File: src/rtl/fetch_stage.sv
// Instruction fetch stage: PC, registered-read imem request, skid FIFO and IF/ID register.
// Optional FETCH_STALL_CNT_EN adds a saturating stall_cycles counter output.
module fetch_stage #(
  parameter logic [31:0] RESET_PC  = 32'h0000_0000,
  parameter int          BUF_DEPTH = 2
) (
  input  logic        clk,
  input  logic        rst,
  output logic [31:0] imem_addr,
  output logic        imem_rd_en,
  input  logic [31:0] imem_data,
  input  logic        redirect,
  input  logic [31:0] redirect_pc,
  input  logic        id_stall,
  output logic        if_id_valid,
  output logic [31:0] if_id_instr,
  output logic [31:0] if_id_pc_plus4
`ifdef FETCH_STALL_CNT_EN
  ,
  output logic [31:0] stall_cycles
`endif
);

  localparam int CW = $clog2(BUF_DEPTH + 1);
  localparam int IW = (BUF_DEPTH > 1) ? $clog2(BUF_DEPTH) : 1;

  logic [31:0]   pc;
  logic          inflight;
  logic [31:0]   issued_pc4;
  logic [31:0]   buf_instr [BUF_DEPTH];
  logic [31:0]   buf_pc4   [BUF_DEPTH];
  logic [CW-1:0] count;

  logic [CW:0]   occupancy;
  logic          fifo_empty;
  logic          ret_valid;
  logic          load;
  logic          pop;
  logic          push;
  logic [CW-1:0] wr_pos;
  logic [IW-1:0] wr_idx;

  always_comb begin
    occupancy  = {1'b0, count} + {{CW{1'b0}}, inflight};
    imem_rd_en = !rst && !redirect && (occupancy < (CW+1)'(BUF_DEPTH));
    imem_addr  = pc;
    fifo_empty = (count == '0);
    // A return arriving during a redirect belongs to the squashed path.
    ret_valid  = inflight && !redirect;
    load       = !if_id_valid || !id_stall;
    pop        = !redirect && load && !fifo_empty;
    push       = ret_valid && !(load && fifo_empty);
    wr_pos     = pop ? (count - CW'(1)) : count;
    wr_idx     = IW'(wr_pos);
  end

  always_ff @(posedge clk) begin
    if (rst) begin
      pc         <= RESET_PC;
      inflight   <= 1'b0;
      issued_pc4 <= 32'h0;
    end else begin
      inflight <= imem_rd_en;
      if (redirect) begin
        pc <= {redirect_pc[31:2], 2'b00};
      end else if (imem_rd_en) begin
        pc         <= pc + 32'd4;
        issued_pc4 <= pc + 32'd4;
      end
    end
  end

  always_ff @(posedge clk) begin
    if (rst || redirect) begin
      count <= '0;
    end else begin
      count <= count + CW'(push) - CW'(pop);
    end
  end

  // Head lives at index 0; popping shifts the remaining entries down.
  always_ff @(posedge clk) begin
    if (pop) begin
      for (int i = 0; i < BUF_DEPTH - 1; i++) begin
        buf_instr[i] <= buf_instr[i+1];
        buf_pc4[i]   <= buf_pc4[i+1];
      end
    end
    if (push) begin
      buf_instr[wr_idx] <= imem_data;
      buf_pc4[wr_idx]   <= issued_pc4;
    end
  end

  always_ff @(posedge clk) begin
    if (rst) begin
      if_id_valid    <= 1'b0;
      if_id_instr    <= 32'h0;
      if_id_pc_plus4 <= 32'h0;
    end else if (redirect) begin
      if_id_valid <= 1'b0;
    end else if (load) begin
      if (!fifo_empty) begin
        if_id_valid    <= 1'b1;
        if_id_instr    <= buf_instr[0];
        if_id_pc_plus4 <= buf_pc4[0];
      end else if (ret_valid) begin
        if_id_valid    <= 1'b1;
        if_id_instr    <= imem_data;
        if_id_pc_plus4 <= issued_pc4;
      end else begin
        if_id_valid <= 1'b0;
      end
    end
  end

`ifdef FETCH_STALL_CNT_EN
  always_ff @(posedge clk) begin
    if (rst) begin
      stall_cycles <= 32'h0;
    end else if (if_id_valid && id_stall && !redirect && (stall_cycles != 32'hFFFF_FFFF)) begin
      stall_cycles <= stall_cycles + 32'd1;
    end
  end
`endif

endmodule

File: config.mk
export PLATFORM = sky130hd
export DESIGN_NAME = fetch_stage
export DESIGN_NICKNAME = d
export VERILOG_FILES = /design/src/rtl/fetch_stage.sv
export SDC_FILE = /design/constraint.sdc
export NUM_CORES = 1
export LEC_CHECK = 0
export CELL_PAD_IN_SITES_DETAIL_PLACEMENT = 1
export CELL_PAD_IN_SITES_GLOBAL_PLACEMENT = 2
export CORE_MARGIN = 2
export CORE_UTILIZATION = 38
export CTS_CLUSTER_DIAMETER = 60
export DETAILED_ROUTE_END_ITERATION = 12
export GPL_TIMING_DRIVEN = 0
export PLACE_DENSITY = 0.82
export SLEW_MARGIN = 20
export SYNTH_ARGS = -nofsm -noshare
export SYNTH_HDL_FRONTEND = slang
export SYNTH_SLANG_ARGS = --single-unit
File: constraint.sdc
create_clock -name clk -period 13 [get_ports clk]
set_input_delay 1.95 -clock clk [delete_from_list [all_inputs] [get_ports clk]]
set_output_delay 1.95 -clock clk [all_outputs]
set_load 0.02 [all_outputs]
==> results.ini, run 1 <==
[clocking]
post_cts_buffers = 0
cts-root-buf = clkbuf_16
htree_levels = 1
clk_latency_ns = 0.53
clkSlewWorstSetupHoldPaths_ns = 0.06
clockBufferDepth = 3
post_cts_resized = 0
cts_sinks = 250
cts_hold_buf = 0
numCtsBuffers = 28
cts_tree = built

[cells_and_area]
syn2layout_area_growth_pct = 29.4
drive_gt1_frac = 0.117
antennaDiodeCount = 0
design_area_um2 = 13800
final_nets = 1241
fillCellCount = 3009

[drt]
viasPerCell = 5.40
ant_nets = 0
via_count = 8477
routedWlPerCell_um = 19.9
drt_iter0_markers = 519
wl_um = 31300
drc = 0
dr.pass1.iters = 6

[outcome]
status = finished clean

[global_route]
grt_pass1_wl_um = 48900
track_usage = 0.211
grt_pass1_vias = 8655
antenna_found_initial = 0
grt_max_degree = 43
grt-ovfl-total = 0

[setup_path]
cp_max_fo = 10
critPathLaunchType = primary input
max_stage_delay_ns = 0.71
cp-startpoint = rst
cp_top_family = buffers and inverters
end_kind = primary output
crit_type = in -> out
worstPathArrival_ns = 4.22
cp_cell_sequence = clkbuf_1, a2111o_1, inv_2, clkbuf_1, clkdlybuf4s50_1
cpMostUsedCell = clkbuf_1
crit_buf_inv = 4
crit_slowest_cell = clkdlybuf4s50_1
worstPathRequired_ns = 11.05
timing.rr.start = count[0]

[yosys]
synth_flop_cell = dfxtp_1
syn_inst = 976
yosys_warnings = 0
synth_top_area_frac = 0.348
ys_types = 60
synth-edff-count = 124
async_flop_share = 0
synth.avg_cell_area_um2 = 11.0
synth_top_cells_by_area = edfxtp_1 35%, dfxtp_1 24%, a311oi_1 6.7%
netlist_area_um2 = 10700
ys_seq_area_frac = 0.584
ys_ff_latch = 250
post-synth-top-area-cell = edfxtp_1

[die]
initial_core_util = 0.386
dieArea_um2 = 29500
ioPinCount = 166
num_rows = 61
chipWidth_um = 172
core_um2 = 27700
fp.dieH_um = 172

[power_and_ir_drop]
peakVddDrop_mv = 0.0916
powerDensity_nw_per_um2 = 133
p_leak_nw = 4.51

[hold_path]
worstHoldStart = issued_pc4[3]
hold_class = reg -> reg

[timing]
slew_viol_final = 0
setup_slack_ns = 6.83
finalHoldViolCount = 0
tightest_slew_ns = 1.02
timing.setup.tns_ns = 0
fin_crit_ns = 6.17
clock_skew_ns = 0.00755
rsz0062_at_grt = no
fmax_mhz = 162
max-slew-margin-rel = 0.316
finalSetupViolCount = 0
fin_crit_sh = 0.474

[placement]
dpl_cell_area_um2 = 12900
dp_slack_ns = 6.87
io_buffers = 157
place_congestion = 0.845
dpl.hpwl_um = 21900

[run]
cap_violations = 0

[synth_stat cells (all sizes together), types with 2 or more instances]
| master | count |
|---|---|
| nand2 | 153 |
| dfxtp | 126 |
| edfxtp | 124 |
| nor2 | 117 |
| a311oi | 82 |
| clkbuf | 65 |
| mux2 | 62 |
| a211oi | 26 |
| buf | 18 |
| nor4 | 16 |
| or4 | 15 |
| nand4 | 14 |
| nor3 | 14 |
| or3 | 14 |
| xnor2 | 14 |
| o21ai | 12 |
| o31ai | 11 |
| inv | 10 |
| xor2 | 9 |
| nand3 | 8 |
| and4 | 7 |
| a2111oi | 5 |
| a31oi | 5 |
| a21oi | 4 |
| and2 | 4 |
| and3 | 4 |
| ha | 3 |
| o211ai | 3 |
| o21a | 3 |
| o21bai | 3 |
| o31a | 3 |
| nand2b | 2 |
| nor2b | 2 |
| nor3b | 2 |
| o311ai | 2 |
| or2 | 2 |
[cell usage in the layout (no fill, tap or decap), types with 13 or more instances in the layout]
| cell | Yosys | routed |
|---|---|---|
| a311oi_1 | 82 | 82 |
| nor4_1 | 15 | 14 |
| clkdlybuf4s50_1 | 0 | 157 |
| a211oi_1 | 26 | 26 |
| nor3_1 | 14 | 13 |
| dfxtp_1 | 126 | 126 |
| clkbuf_16 | 0 | 30 |
| nor2_1 | 117 | 117 |
| xnor2_1 | 14 | 14 |
| edfxtp_1 | 124 | 124 |
| mux2_2 | 62 | 62 |
| nand2_1 | 153 | 153 |
| clkbuf_1 | 65 | 67 |
[state kept, by name, summed over array words and instances (netlist names)]
| register | flops |
|---|---|
| buf_instr | 64 |
| buf_pc4 | 60 |
| count | 2 |
| if_id_instr | 32 |
| if_id_pc_plus4 | 30 |
| if_id_valid | 1 |
| imem_addr | 30 |
| inflight | 1 |
| issued_pc4 | 30 |
[through the flow]
stage / cells / utilization / power, mW / hold WS, ns
5_1_grt: 1570 / 0.499 / 1.91 / 0.521
2_1_floorplan: 979 / - / 0.966 / 0.448
4_1_cts: 1570 / 0.499 / 1.86 / 0.499
3_3_place_gp: 1514 / 0.460 / 1.05 / 0.480
3_5_place_dp: 1518 / 0.465 / 1.06 / 0.485
6_report: 1570 / 0.499 / 1.84 / 0.488
[path summary, 6_finish.rpt]
kind                         to  slack [ns]  cells after the start
hold reg to reg   buf_pc4[1][3]        0.49                      0
setup / recovery     imem_rd_en        6.83                      5
setup reg to reg       count[1]       10.00                     11
hold / removal    buf_pc4[1][3]        0.49                      0
[area by class of cell]
| class | instances | area [um^2] | area share |
|---|---|---|---|
| sequential | 250 | 6250 | 0.452 |
| multi-input combinational | 636 | 4100 | 0.296 |
| timing repair buffer | 161 | 1670 | 0.121 |
| clock buffer | 37 | 827 | 0.0598 |
| tap | 378 | 473 | 0.0342 |
| buffer | 83 | 348 | 0.0251 |
| clock inverter | 15 | 125 | 0.00905 |
| inverter | 10 | 37.5 | 0.00271 |
[layer usage]
metal	vias to the layer above	GRT usage	wire length, um
li1	4036	-	-
met1	4145	0.289	14300
met2	253	0.358	14700
met3	43	0.0288	1810
met4	0	0.0409	468
met5	-	0	0
[power by group]
part           internal [mW]  total (mW)  switching (mW)
Combinational         0.0743       0.164          0.0898
Clock                  0.484       0.806           0.322
Sequential             0.848       0.874          0.0268
Total                   1.41        1.84           0.439
[kinds of logic after synthesis]
| group | share of synthesized area |
|---|---|
| AO/OA/AOI/OAI | 0.124 |
| XOR/XNOR | 0.0188 |
| adder cells (fa/ha/maj) | 0.00351 |
| buffers and inverters | 0.0360 |
| flip-flops | 0.584 |
| multiplexers | 0.0662 |
| other | 0.000351 |
| AND/OR/NAND/NOR | 0.167 |
(Power assumes the default switching activity.)
==> run 2: changes to the inputs <==
CORE_UTILIZATION = 35   (was 38)
PLACE_DENSITY = 0.76   (was 0.82)
clock period = 6.4 ns   (was 13 ns; I/O delays follow)
==> run 2 against run 1 <==
  * Power up 100%
  * First-iteration DRC count shrank 13%
  * Sequential share of layout area fell by 0.069 points
  * Sequential power up 100%
  * Largest cell class unchanged
==> results.ini, run 2 (synthesized netlist as in run 1, its figures left out) <==
[timing]
timing.setup.tns_ns = 0
slew_viol_final = 0
max-slew-margin-rel = 0.299
finalHoldViolCount = 0
fmax_mhz = 240
rsz0062_at_grt = no
fin_crit_sh = 0.652
fin_crit_ns = 4.17
finalSetupViolCount = 0
tightest_slew_ns = 1.05
clock_skew_ns = 0.0115

[setup_path]
crit_type = in -> out
critPathLaunchType = primary input
end_kind = primary output
cp_max_fo = 10
worstPathArrival_ns = 3.21
worstPathRequired_ns = 5.44

[drt]
drc = 0
dr.pass1.iters = 5
routedWlPerCell_um = 19.4
viasPerCell = 5.25
drt_iter0_markers = 449
wl_um = 30800
ant_nets = 0
via_count = 8309

[die]
initial_core_util = 0.358
num_rows = 63
fp.dieH_um = 179
dieArea_um2 = 32000
ioPinCount = 166
chipWidth_um = 179
core_um2 = 29900

[global_route]
grt_pass1_wl_um = 48500
grt_max_degree = 34
grt_pass1_vias = 8630
track_usage = 0.194
antenna_found_initial = 0
grt-ovfl-total = 0

[clocking]
cts_sinks = 250
numCtsBuffers = 29
clkSlewWorstSetupHoldPaths_ns = 0.06
clk_latency_ns = 0.55
post_cts_buffers = 0
htree_levels = 1
cts_hold_buf = 0
cts_tree = built
post_cts_resized = 0
cts-root-buf = clkbuf_16
clockBufferDepth = 3

[power_and_ir_drop]
p_total_mw = 3.78
powerDensity_nw_per_um2 = 273
p_leak_nw = 4.50
peakVddDrop_mv = 0.237

[placement]
io_buffers = 157
dpl_cell_area_um2 = 12900
place_congestion = 0.861
dpl.hpwl_um = 22100
post-place-cells = 1530

[cells_and_area]
design_area_um2 = 13900
antennaDiodeCount = 0
largest_register_ffs = 64
mostFrequentLayoutCells = 157 x clkdlybuf4s50_1, 153 x nand2_1, 126 x dfxtp_1
drive_gt1_frac = 0.116
reg_top3 = buf_instr x64, buf_pc4 x60, if_id_instr x32
final_common_cell = clkdlybuf4s50_1
largest-register = buf_instr
syn2layout_area_growth_pct = 29.6
utilization = 0.464
stdcell_count = 1584
final_nets = 1242

[run]
cap_violations = 0

[outcome]
status = finished clean

[hold_path]
hold_class = reg -> reg

run 2: cell count changes in the layout (fill, tap and decap cells not counted), sizes merged:
cell	change
bufinv	+2
clkbuf	+1
clkinv	-4
clkinvlp	+2
inv	+1
run 2: final cells by class:
type	count	area (um^2)
flip-flops and latches	250	6250
repair buffers	161	1670
multi-input cells	636	4100
inverters	10	37.5
plain buffers	83	348
fillers	3253	16000
clock buffers	38	769
clock inverters	16	189
well taps	390	488
run 2: power breakdown:
part,switching [mW],internal (mW)
Sequential,0.0536,1.72
Combinational,0.181,0.151
Clock,0.663,1.01
run 2: layer usage:
| layer | share of wire | wire length [um] | GRT usage |
|---|---|---|---|
| met1 | 0.48 | 14600 | 0.272 |
| met2 | 0.45 | 13800 | 0.311 |
| met3 | 0.050 | 1550 | 0.0274 |
| met4 | 0.026 | 789 | 0.0603 |
| met5 | 0 | 0 | 0 |
run 2: final timing paths:
kind	end	depth (start not counted)	startpoint	slack, ns
setup reg to reg	count[1]	11	count[0]	3.32
hold / removal	buf_pc4[1][3]	0	issued_pc4[3]	0.49
setup / recovery	imem_rd_en	5	rst	2.23
hold reg to reg	buf_pc4[1][3]	0	issued_pc4[3]	0.49
run 2: through the flow:
step | hold slack (ns) | setup slack [ns]
6_report | 0.492 | 2.23
5_1_grt | 0.520 | 2.08
4_1_cts | 0.499 | 2.20
3_5_place_dp | 0.486 | 2.20
3_3_place_gp | 0.482 | -0.631
2_1_floorplan | 0.448 | 1.35
run 2: critical path, cell delays in order:
cell and delay (ns):
clkbuf_1 0.39, a2111o_1 0.58, inv_2 0.16, clkbuf_1 0.41, clkdlybuf4s50_1 0.70
